===== src/rtl/trap_cause_arbiter.sv =====
// Trap cause arbiter: merges pipeline exceptions with level/edge interrupt sources
// into a single registered trap offer using a valid/ready handshake.
module trap_cause_arbiter #(
   parameter int                    XLEN      = 64,
   parameter int                    NUM_LOCAL = 16,
   parameter logic [16+NUM_LOCAL-1:0] EDGE_MASK = '0
) (
   input  logic                    clk,
   input  logic                    rst_n,
   input  logic [16+NUM_LOCAL-1:0] irq_i,
   input  logic [16+NUM_LOCAL-1:0] mie_i,
   input  logic                    gie_i,
   input  logic [16+NUM_LOCAL-1:0] clr_i,
   input  logic                    exc_valid_i,
   input  logic [4:0]              exc_code_i,
   input  logic [XLEN-1:0]         exc_tval_i,
   output logic                    trap_valid_o,
   input  logic                    trap_ready_i,
   output logic [XLEN-1:0]         trap_cause_o,
   output logic [XLEN-1:0]         trap_tval_o,
   output logic [16+NUM_LOCAL-1:0] mip_o
);

   localparam int NW = 16 + NUM_LOCAL;
   localparam int CW = ($clog2(NW) > 5) ? $clog2(NW) : 5;
   // Standard sources 1,3,5,7,9,11,13 plus every platform local line.
   localparam logic [NW-1:0] REAL_MASK = {{NUM_LOCAL{1'b1}}, 16'h2AAA};

   typedef enum logic [0:0] {
      IDLE  = 1'b0,
      OFFER = 1'b1
   } state_t;

   function automatic logic [XLEN-1:0] make_cause(input logic is_irq, input logic [CW-1:0] code);
      logic [XLEN-1:0] c;
      c           = '0;
      c[CW-1:0]   = code;
      c[XLEN-1]   = is_irq;
      return c;
   endfunction

   state_t          state_r;
   logic [NW-1:0]   irq_q_r;
   logic [NW-1:0]   irq_prev_r;
   logic [NW-1:0]   pend_r;
   logic            cap_irq_r;
   logic [CW-1:0]   cap_code_r;

   logic [NW-1:0]   cap_hot_s;
   logic [NW-1:0]   clr_s;
   logic [NW-1:0]   edge_set_s;
   logic [NW-1:0]   pend_next_s;
   logic [NW-1:0]   cand_s;
   logic [CW-1:0]   top_code_s;
   logic            accept_s;
   logic            cap_live_s;

   assign mip_o = pend_r;

   // Pending-bit update: edge sets beat clears, level bits track irq_q.
   always_comb begin
      cap_hot_s = '0;
      for (int i = 0; i < NW; i++) begin
         cap_hot_s[i] = (cap_code_r == CW'(i));
      end
      accept_s    = (state_r == OFFER) && trap_ready_i;
      clr_s       = clr_i | (cap_hot_s & {NW{accept_s && cap_irq_r}});
      edge_set_s  = irq_q_r & ~irq_prev_r;
      pend_next_s = REAL_MASK & ((EDGE_MASK & (edge_set_s | (pend_r & ~clr_s)))
                                 | (~EDGE_MASK & irq_q_r));
      cand_s      = pend_r & mie_i & {NW{gie_i}};
      cap_live_s  = |(cand_s & cap_hot_s);
   end

   // Priority pick: later assignments override, so the highest priority goes last.
   always_comb begin
      top_code_s = '0;
      top_code_s = cand_s[13] ? CW'(5'd13) : top_code_s;
      top_code_s = cand_s[5]  ? CW'(5'd5)  : top_code_s;
      top_code_s = cand_s[1]  ? CW'(5'd1)  : top_code_s;
      top_code_s = cand_s[9]  ? CW'(5'd9)  : top_code_s;
      top_code_s = cand_s[7]  ? CW'(5'd7)  : top_code_s;
      top_code_s = cand_s[3]  ? CW'(5'd3)  : top_code_s;
      top_code_s = cand_s[11] ? CW'(5'd11) : top_code_s;
      for (int i = 16; i < NW; i++) begin
         top_code_s = cand_s[i] ? CW'(i) : top_code_s;
      end
   end

   // Interrupt input synchronisation and pending state.
   always_ff @(posedge clk or negedge rst_n) begin
      if (!rst_n) begin
         irq_q_r    <= '0;
         irq_prev_r <= '0;
         pend_r     <= '0;
      end else begin
         irq_q_r    <= irq_i;
         irq_prev_r <= irq_q_r;
         pend_r     <= pend_next_s;
      end
   end

   // Offer FSM with registered handshake outputs.
   always_ff @(posedge clk or negedge rst_n) begin
      if (!rst_n) begin
         state_r      <= IDLE;
         cap_irq_r    <= 1'b0;
         cap_code_r   <= '0;
         trap_valid_o <= 1'b0;
         trap_cause_o <= '0;
         trap_tval_o  <= '0;
      end else begin
         case (state_r)
            IDLE: begin
               if (exc_valid_i) begin
                  state_r      <= OFFER;
                  cap_irq_r    <= 1'b0;
                  cap_code_r   <= CW'(exc_code_i);
                  trap_valid_o <= 1'b1;
                  trap_cause_o <= make_cause(1'b0, CW'(exc_code_i));
                  trap_tval_o  <= exc_tval_i;
               end else if (|cand_s) begin
                  state_r      <= OFFER;
                  cap_irq_r    <= 1'b1;
                  cap_code_r   <= top_code_s;
                  trap_valid_o <= 1'b1;
                  trap_cause_o <= make_cause(1'b1, top_code_s);
                  trap_tval_o  <= '0;
               end else begin
                  state_r      <= IDLE;
                  trap_valid_o <= 1'b0;
               end
            end
            OFFER: begin
               if (trap_ready_i) begin
                  state_r      <= IDLE;
                  trap_valid_o <= 1'b0;
               end else if (cap_irq_r && exc_valid_i) begin
                  // An unaccepted interrupt offer yields to the exception.
                  cap_irq_r    <= 1'b0;
                  cap_code_r   <= CW'(exc_code_i);
                  trap_cause_o <= make_cause(1'b0, CW'(exc_code_i));
                  trap_tval_o  <= exc_tval_i;
               end else if (cap_irq_r && !cap_live_s) begin
                  state_r      <= IDLE;
                  trap_valid_o <= 1'b0;
               end else begin
                  state_r      <= OFFER;
                  trap_valid_o <= 1'b1;
               end
            end
            default: begin
               state_r      <= IDLE;
               trap_valid_o <= 1'b0;
            end
         endcase
      end
   end

endmodule


===== config.mk =====
export PLATFORM = sky130hd
export DESIGN_NAME = trap_cause_arbiter
export DESIGN_NICKNAME = d
export VERILOG_FILES = /design/src/rtl/trap_cause_arbiter.sv
export SDC_FILE = /design/constraint.sdc
export NUM_CORES = 1
export LEC_CHECK = 0
export ABC_AREA = 1
export CAP_MARGIN = 25
export CORE_AREA = 2 2 127 129
export DETAILED_ROUTE_END_ITERATION = 12
export DIE_AREA = 0 0 129 131
export GPL_TIMING_DRIVEN = 0
export PLACE_DENSITY_LB_ADDON = 0.12
export SLEW_MARGIN = 10
export SYNTH_ARGS = -nofsm -noshare
export SYNTH_HDL_FRONTEND = slang
export SYNTH_SLANG_ARGS = --single-unit

===== constraint.sdc =====
create_clock -name clk -period 3.21 [get_ports clk]
set_input_delay 0.321 -clock clk [delete_from_list [all_inputs] [get_ports clk]]
set_output_delay 0.321 -clock clk [all_outputs]
set_load 0.01 [all_outputs]

# After elaboration in Yosys (flattened, before gate mapping)
# Index checks and enable logic that the tools add are counted.
classes:
  muxes: 52
  eq_ne: 35
  bitwise_logic: 4
  n_reduce_logical: 7
ops:
  columns: ["cell", "n"]
  rows:
  - ["64-bit 2-to-1 mux", 8]
  - ["64-bit one-hot mux with 2 select lines", 2]
  - ["5-bit 2-to-1 mux", 20]
  - ["32-bit bitwise AND", 3]
  - ["5-bit == test (second input constant)", 16]
  - ["32-bit OR reduction", 2]
  - ["5-bit by 4-bit == test with 1-bit output (second input constant)", 8]
  - ["4-bit 2-to-1 mux", 7]
  - ["5-bit by 3-bit == test with 1-bit output (second input constant)", 4]
  - ["1-bit 2-to-1 mux", 11]
  - ["5-bit by 2-bit == test with 1-bit output (second input constant)", 2]
  - ["5-bit one-hot mux with 2 select lines", 1]
  - ["3-bit != test (second input constant)", 2]
  - ["1-bit one-hot mux with 2 select lines", 3]
  - ["5-bit by 1-bit == test with 1-bit output (second input constant)", 1]
  - ["5-bit zero test", 1]
  - ["3-bit AND reduction", 1]
  - ["1-bit logical AND", 2]
  - ["2-bit by 1-bit != test with 1-bit output (second input constant)", 1]
  - ["2-bit != test (second input constant)", 1]
  - ["1-bit zero test", 1]
  - ["1-bit NOT", 1]
totals:
  ff_bits: 191
  wordCells: 106
  inputBits: 170

# Logic depth before layout (Yosys ltp)
# Gate-level depths: netlist of the first run.
logic_depth:
  ltp_word: 28
  ltp_mapped: 23
  depth_no_buf: 22

# Worst setup path after synthesis of the first run
# Ideal clock, no wire load.
synth_path:
  path_kind: "input-to-reg"
  start: "input port gie_i"
  end: "register trap_tval_o[10]"
  setup_ns: 0.121
  stages: 12
  path_buffers: 3
  required_time_ns: 3.089
  slack_ns: 1.477
  t_arrival_ns: 1.612
  path_cell_list: "buf_6 nand3_1 nand2_1 nor2_2 nand4_1 nor3_2 nand3_1 nand2_2 nor2_2 buf_6 buf_6 a22o_1"
synth_via:
  elab_chain_cells: 4
synth_rtl:
  columns: ["item", "line", "source"]
  rows:
  - ["from (decl)", "12", "input logic gie_i,"]
  - ["32-bit bitwise AND", "71", "cand_s = pend_r & mie_i & {NW{gie_i}};"]
  - ["32-bit OR reduction", "122", "end else if (|cand_s) begin"]
  - ["3-bit != test (no source line)", null, null]
  - ["3-bit AND reduction (no source line)", null, null]
  - ["to (signal assigned)", "121", "trap_tval_o <= exc_tval_i;"]
  - ["to (signal assigned)", "143", "trap_tval_o <= exc_tval_i;"]
  - ["to (decl)", "20", "output logic [XLEN-1:0] trap_tval_o,"]
# Every way passes these cells.
# A chain may end at the register's enable or synchronous reset.

# Worst setup path in the final report of the first run
layout_path:
  start: "input port gie_i"
  end: "register trap_cause_o[4]"
layout_via:
  elab_chain_cells: 20
  elab_cells_between_ends: 23
  classes_between: "eq/ne: 1; mux: 19; bitwise: 1; reduce/logical: 2"
layout_rtl:
  columns: ["item", "line", "source"]
  rows:
  - ["32-bit bitwise AND *", "71", null]
  - ["5-bit 2-to-1 mux (16 in a row)", "86", "top_code_s = cand_s[i] ? CW'(i) : top_code_s;"]
  - ["64-bit 2-to-1 mux", "122", null]
  - ["64-bit 2-to-1 mux", "115", "if (exc_valid_i) begin"]
  - ["64-bit one-hot mux with 2 select lines", "113", "case (state_r)"]
  - ["to (signal assigned)", "120", "trap_cause_o <= make_cause(1'b0, CW'(exc_code_i));"]
  - ["to (signal assigned)", "127", "trap_cause_o <= make_cause(1'b1, top_code_s);"]
  - ["to (signal assigned)", "142", "trap_cause_o <= make_cause(1'b0, CW'(exc_code_i));"]
  - ["to (decl)", "19", "output logic [XLEN-1:0] trap_cause_o,"]
# Every way passes the cells marked *; elsewhere a longest branch is shown, timed or not. The select of a mux whose other input is x is not followed.

==> results of run 1 <==
[cells in the mapped netlist (4+ instances only)]
cell,number,area share (%)
sky130_fd_sc_hd__dfrtp_1,118,59
sky130_fd_sc_hd__buf_4,68,10
sky130_fd_sc_hd__a22o_1,64,11
sky130_fd_sc_hd__nand2_1,47,3.5
sky130_fd_sc_hd__nor2_1,24,1.8
sky130_fd_sc_hd__nand3_1,21,2.1
sky130_fd_sc_hd__inv_1,16,1.2
sky130_fd_sc_hd__buf_6,11,2.5
sky130_fd_sc_hd__nand3_2,8,1.6
sky130_fd_sc_hd__o21ai_0,8,0.80
sky130_fd_sc_hd__o22ai_1,7,0.88
sky130_fd_sc_hd__o211ai_1,6,0.90
sky130_fd_sc_hd__clkbuf_1,4,0.30
sky130_fd_sc_hd__nand4_1,4,0.50
[registers in the layout (all words and copies together) (netlist names)]
name,cells
cap_code_r,4
irq_q_r,23
mip_o,23
state_r,1
trap_cause_o,2
trap_tval_o,64
trap_valid_o,1
[power breakdown]
| group | switching (W) | leakage [nW] | total (W) | internal, W |
|---|---|---|---|---|
| registers | 0.000281 | 1.43 | 0.00223 | 0.00195 |
| clock network | 0.000690 | 0.291 | 0.00192 | 0.00123 |
| logic | 0.00118 | 2.17 | 0.00266 | 0.00148 |
[cells by family (layout without fill, tap and decap cells)]
logic type	count (synthesis)	count (layout)	share of synthesized area (%)
AO/OA/AOI/OAI	96	96	15.62
buffers and inverters	103	350	14.54
flip-flops	118	118	59.18
other	1	67	0.07515
AND/OR/NAND/NOR	112	112	10.58
[critical path, delay by kind of cell]
family / cells / cell delay [ps]
AO/OA/AOI/OAI: 2 / 240
buffers and inverters: 4 / 1060
AND/OR/NAND/NOR: 7 / 970
[placed cells by master (no fill, tap or decap), types with 4 or more instances in the layout]
| master | count |
|---|---|
| sky130_fd_sc_hd__clkdlybuf4s50_1 | 212 |
| sky130_fd_sc_hd__nand4_1 | 4 |
| sky130_fd_sc_hd__o21ai_0 | 8 |
| sky130_fd_sc_hd__a22o_1 | 64 |
| sky130_fd_sc_hd__nand3_1 | 21 |
| sky130_fd_sc_hd__o22ai_1 | 7 |
| sky130_fd_sc_hd__o211ai_1 | 6 |
| sky130_fd_sc_hd__dfrtp_1 | 118 |
| sky130_fd_sc_hd__nor2_1 | 24 |
| sky130_fd_sc_hd__buf_6 | 12 |
| sky130_fd_sc_hd__clkinv_4 | 4 |
| sky130_fd_sc_hd__inv_1 | 16 |
| sky130_fd_sc_hd__clkbuf_1 | 5 |
| sky130_fd_sc_hd__nand2_1 | 47 |
| sky130_fd_sc_hd__conb_1 | 67 |
| sky130_fd_sc_hd__nand3_2 | 8 |
| sky130_fd_sc_hd__clkbuf_16 | 17 |
| sky130_fd_sc_hd__buf_4 | 68 |
[per-layer routing]
layer,track usage [%],vias up,share of wire (%)
met4,5.115,0,1.2
met5,0,-,0
met3,7.899,13,12
met2,25.77,214,46
met1,21.14,1925,41
li1,-,1978,-
[stage by stage]
stage          total power (W)  instance area (sq um)
3_5_place_dp          0.004936                   7669
4_1_cts               0.006911                   8284
3_3_place_gp          0.004904                   7640
5_1_grt               0.007250                   8284
2_1_floorplan         0.003540                   5238
6_report              0.006803                   8284
[area by class of cell]
| class | instances | area (sq um) |
|---|---|---|
| timing repair buffer | 215 | 2171 |
| buffer | 85 | 658.1 |
| multi-input combinational | 275 | 1559 |
| tap | 216 | 270.3 |
| inverter | 18 | 67.56 |
| clock buffer | 18 | 429.2 |
| sequential | 118 | 2953 |
| clock inverter | 14 | 176.4 |
| fill | 1413 | 7313 |
[how the worst min path moves through the flow]
stage,from,end,cells past startpoint
after CTS,irq_i[1],irq_q_r[1],1
after global placement,irq_q_r[18],mip_o[18],0
after detailed placement,rst_n,irq_q_r[7],1
after global routing,irq_i[23],irq_q_r[23],1
final,irq_q_r[7],mip_o[7],0
after floorplan,rst_n,cap_code_r[0],0
[timing repair]
action / CTS / global route
hold buffers: 1 / 0
endpoints found under the hold margin: 29 / 0
resized for setup: 0 / 0
==> metrics.csv, run 1 <==
metric,value,unit
worstSetupPathType,in2reg,
ff2ff_setup_slack,1130,ps
clock.fmax,0.4318,GHz
cp_cell_sequence,clkdlybuf4s50_1 > buf_6 > nand3_1 > nand2_1 > nor2_2 > nand4_1 > nor3_2 > nand3_1 > nand2_2 > buf_6 > inv_1 > o211ai_1 > o21ai_0,
setup_ws_post_layout,894.3,ps
drt-vias-per-instance,4.307,
gp_congestion,0.8715,
placed_cells,926,
detail_route.wl_per_cell,14.55,microns
max-clock-path-buffers,2,
cts.root.buffer_cell,sky130_fd_sc_hd__clkbuf_16,
path_clk_slew,60,ps
synth_cell_type_count,32,
count_of_synthesis_stage_warnings_from_yosys,0,
outcome,"finished, final reports clean",
area.growth.synth_to_final,66.02,%
rr_worst_depth,11,
power_per_cell_area,821.2,nW/um^2
final.setup.tns,0,ps
share_of_the_yosys_chip_area_belonging_to_registers,59.18,%
largest_net_degree_at_the_start_of_global_routing,90,
report.final.hold_viol_count,0,
route.antenna.remaining_nets,0,
total_leakage_power,3.890,nW
drtIter0Drc,149,
placeableCoreArea,15600,sq um
design.die.area,16900,sq um
crit_slowest_cell,sky130_fd_sc_hd__clkdlybuf4s50_1,
critPathCaptureType,register,
timing.rr.start,mip_o[17],
grt_antenna_before_repair,0,
synth_cells,430,
hp-class,reg2reg,
instances_no_fill,959,
number_of_enable_type_register_cells_in_the_synthesized_netlist,0,
fp-row-count,46,
cts_htree_levels,4,
final-setup-viol-count,0,
slew_headroom,56.88,%
final_core_util,53.11,%
cts_tree,built,
min_period_over_period,72.14,%
clk-insertion-delay-late,410,ps
dominantRegCellSynth,sky130_fd_sc_hd__dfrtp_1,
crit_path_max_fanout,10,
die_height,131,microns
report.final.slew_viol_count,0,
startpoint,gie_i,
vias,4130,
timing.rr.end,trap_cause_o[4],
initial_utilization,31.99,%
crit_path_end,trap_cause_o[4],
finClkSkew,5.405,ps
first_global_vias,4017,
post-route-min-period,2316,ps
total_of_flip_flops_plus_latches_after_synthesis,118,
portBuffers,213,
grt_setup_unrepaired,false,
pre_antenna_drt_iters,4,
cap_violations,0,
critical_path.startpoint_type,input pin,
count_of_clock_tree_sinks,118,
dp_slack,452.7,ps
synthArstFlopShare,100.0,%
tightest_slew,630.5,ps
post_cts_buffers,0,
routed_wl,13950,microns
num_antenna_cells,0,
netlist_area,4990,sq um
io_pins,331,
crit_required,3490,ps
drc,0,
overflow,0,
total_grt_usage,16.76,%
chipWidth,129,microns
peak_per_stage_delay_on_the_critical_path,520,ps
dp.final_hpwl,10690,microns
syn-mean-instance-area,11.60,sq um
layout-drive-gt1-share,17.23,%
num-nets-final,900,
global_route_wire_length_before_repair,21470,microns
cts_made_buffers,17,
whs,342.9,ps
vdd_ir_drop_max,0.4930,mV
arrival,2590,ps
(Power assumes the default switching activity.)
==> run 2, diff against run 1 <==
- CORE_AREA: 2 2 127 129 -> 2 2 128 130
- DIE_AREA: 0 0 129 131 -> 0 0 130 132
- clock period: 3.21 -> 2.3 ns (I/O delays scaled with it)
==> run 2 against run 1 <==
Register-to-register slack got worse by 930 ps. Sequential power increased by 39%. Final cell count unchanged. Hold slack got worse by 96 ps. Setup slack got worse by 700 ps. Sequential cell count unchanged. Die area increased by 1.5%. First-iteration DRC count increased by 21%. Combinational power increased by 40%. Global-route usage increased by 0.20 points. Final area increased by 0.39%. Critical path type is now reg2reg. Largest power group unchanged. Highest routed layer unchanged.
==> metrics.csv, run 2 (synthesized netlist as in run 1, its figures left out) <==
metric,value,unit
area.growth.synth_to_final,66.68,%
seqCellArea,2953,sq um
timing.rr.end,trap_tval_o[42],
critical_path.startpoint_type,register,
max-clock-path-buffers,2,
timing.hold.worst.start,irq_i[16],
dp.final_hpwl,10910,microns
drt-vias-per-instance,4.341,
num_antenna_cells,0,
slew_headroom,57.91,%
num-nets-final,900,
report.final.hold_viol_count,0,
startpoint,mip_o[17],
outcome,"finished, final reports clean",
worstSetupPathType,reg2reg,
final-setup-viol-count,0,
worstHoldPathCells,1,
cts_made_buffers,17,
critPathCaptureType,register,
routed_wl,14300,microns
power_per_cell_area,1162,nW/um^2
drtIter0Drc,181,
peak_per_stage_delay_on_the_critical_path,390,ps
clock.fmax,0.4757,GHz
count_of_clock_tree_sinks,118,
total_leakage_power,3.911,nW
power.switching_fraction,31.58,%
path_clk_slew,60,ps
first_global_vias,4160,
pre_antenna_drt_iters,4,
top_register,trap_tval_o,
cts_tree,built,
vias,4163,
finClkSkew,6.993,ps
ff2ff_setup_slack,200,ps
fp-row-count,46,
detail_route.wl_per_cell,14.91,microns
vdd_ir_drop_max,0.5690,mV
min_period_over_period,91.39,%
timing.critical_path.max_delay_family,simple AND/OR/NAND/NOR gates,
p_switching,0.003051,W
cts_htree_levels,4,
p_clk_share,29.3,%
multi_input_comb_area,1564,sq um
rr_worst_depth,9,
cellInternalPower,0.006612,W
arrival,2450,ps
largest_net_degree_at_the_start_of_global_routing,63,
whs,247.3,ps
total_grt_usage,16.96,%
placeableCoreArea,15710,sq um
overflow,0,
die_height,132,microns
hp-class,in2reg,
share_seq_of_total_power,32.2,%
initial_utilization,31.76,%
power.total,0.009663,W
drc,0,
post-route-min-period,2102,ps
global_route_wire_length_before_repair,22340,microns
design.die.area,17160,sq um
combinationalPowerShare,38.5,%
gp_congestion,0.8971,
timing.rr.start,mip_o[17],
crit_path_max_fanout,10,
tightest_slew,615.4,ps
largest_register_ff_count,64,
grt_antenna_before_repair,0,
cp.buffers_inverters,1,
cts.root.buffer_cell,sky130_fd_sc_hd__clkbuf_16,
whs_endpoint,irq_q_r[16],
commonest_non_fill_non_tap_cells_in_the_layout,"sky130_fd_sc_hd__clkdlybuf4s50_1, sky130_fd_sc_hd__dfrtp_1, sky130_fd_sc_hd__buf_4",
report.final.slew_viol_count,0,
crit_required,2650,ps
final_common_cell,sky130_fd_sc_hd__clkdlybuf4s50_1,
n_fill_cell,1389,
cap_violations,0,
route.antenna.remaining_nets,0,
io_pins,331,
chipWidth,130,microns
clk-insertion-delay-late,420,ps
crit_slowest_cell,sky130_fd_sc_hd__buf_1,
layout-drive-gt1-share,17.09,%
grt_setup_unrepaired,false,
portBuffers,213,
cell_repeated_most_along_the_worst_path,sky130_fd_sc_hd__nand3_1,
cp_cell_sequence,nand3_1 > nand2_1 > nor2_2 > nand4_1 > nor3_2 > nand3_1 > nand2_4 > buf_1 > a22o_1,
-- run 2: changes by cell type in the layout (fill, tap and decap cells not counted), sizes merged --
cell	before	now
dlymetal6s2s	0	1
clkinvlp	2	1
clkinv	6	5
bufinv	3	4
clkbuf	22	23
clkdlybuf4s50	212	211
-- run 2: worst max path at each step --
| stage | to | cells after the start | slack (ps) |
|---|---|---|---|
| final | trap_tval_o[42] | 9 | 200 |
| after global routing | trap_cause_o[4] | 11 | 50 |
| after CTS | cap_code_r[1] | 13 | 60 |
| after detailed placement | trap_tval_o[24] | 11 | -370 |
| after global placement | trap_tval_o[52] | 1 | -3600 |
| after floorplan | trap_tval_o[10] | 11 | 580 |
-- run 2: what timing repair did --
action                                 CTS  global route
resized for setup                        0             2
endpoints found under the hold margin   56             0
hold buffers                             1             0
setup endpoints to repair                0            54
buffers inserted                         0             0
-- run 2: area by class of cell --
type                       instances  share of cell area [%]
timing repair buffer             215                   26.13
tap                              216                   3.250
clock inverter                    13                   2.377
clock buffer                      19                   5.205
inverter                          18                  0.8124
buffer                            85                   7.913
sequential                       118                   35.50
multi-input combinational        275                   18.81
-- run 2: metal layers --
metal / GRT usage (%) / vias up / part of all wire [%]
li1: - / 1975 / -
met1: 21.17 / 1928 / 41
met2: 26.15 / 238 / 46
met3: 7.224 / 22 / 11
met4: 6.272 / 0 / 1.5
met5: 0 / - / 0
-- run 2: per-stage QoR --
step / area [sq um] / utilization [%] / TNS, ps / setup slack, ps / cells
after floorplan: 5238 / - / 0 / 584.5 / 496
after global placement: 7640 / 48.62 / -447490 / -3604 / 925
after detailed placement: 7669 / 48.81 / -23170 / -372.7 / 926
after CTS: 8309 / 52.88 / 0 / 63.00 / 959
after global routing: 8317 / 52.93 / 0 / 47.17 / 959
final: 8317 / 52.93 / 0 / 198.0 / 959
-- run 2: power by group through the flow --
| stage | Sequential (W) | Combinational, W | Clock [W] |
|---|---|---|---|
| after floorplan | 0.00336 | 0.00158 | 0 |
| after global placement | 0.00312 | 0.00371 | 0 |
| after detailed placement | 0.00312 | 0.00377 | 0 |
| after CTS | 0.00311 | 0.00377 | 0.00289 |
| after global routing | 0.00319 | 0.00404 | 0.00300 |
| final | 0.00311 | 0.00372 | 0.00283 |
==> run 3, diff against run 2 <==
- CTS_CLUSTER_SIZE: default -> 28
==> results of run 3 <==
Final layout, timing and power as in run 2 (identical DEF).
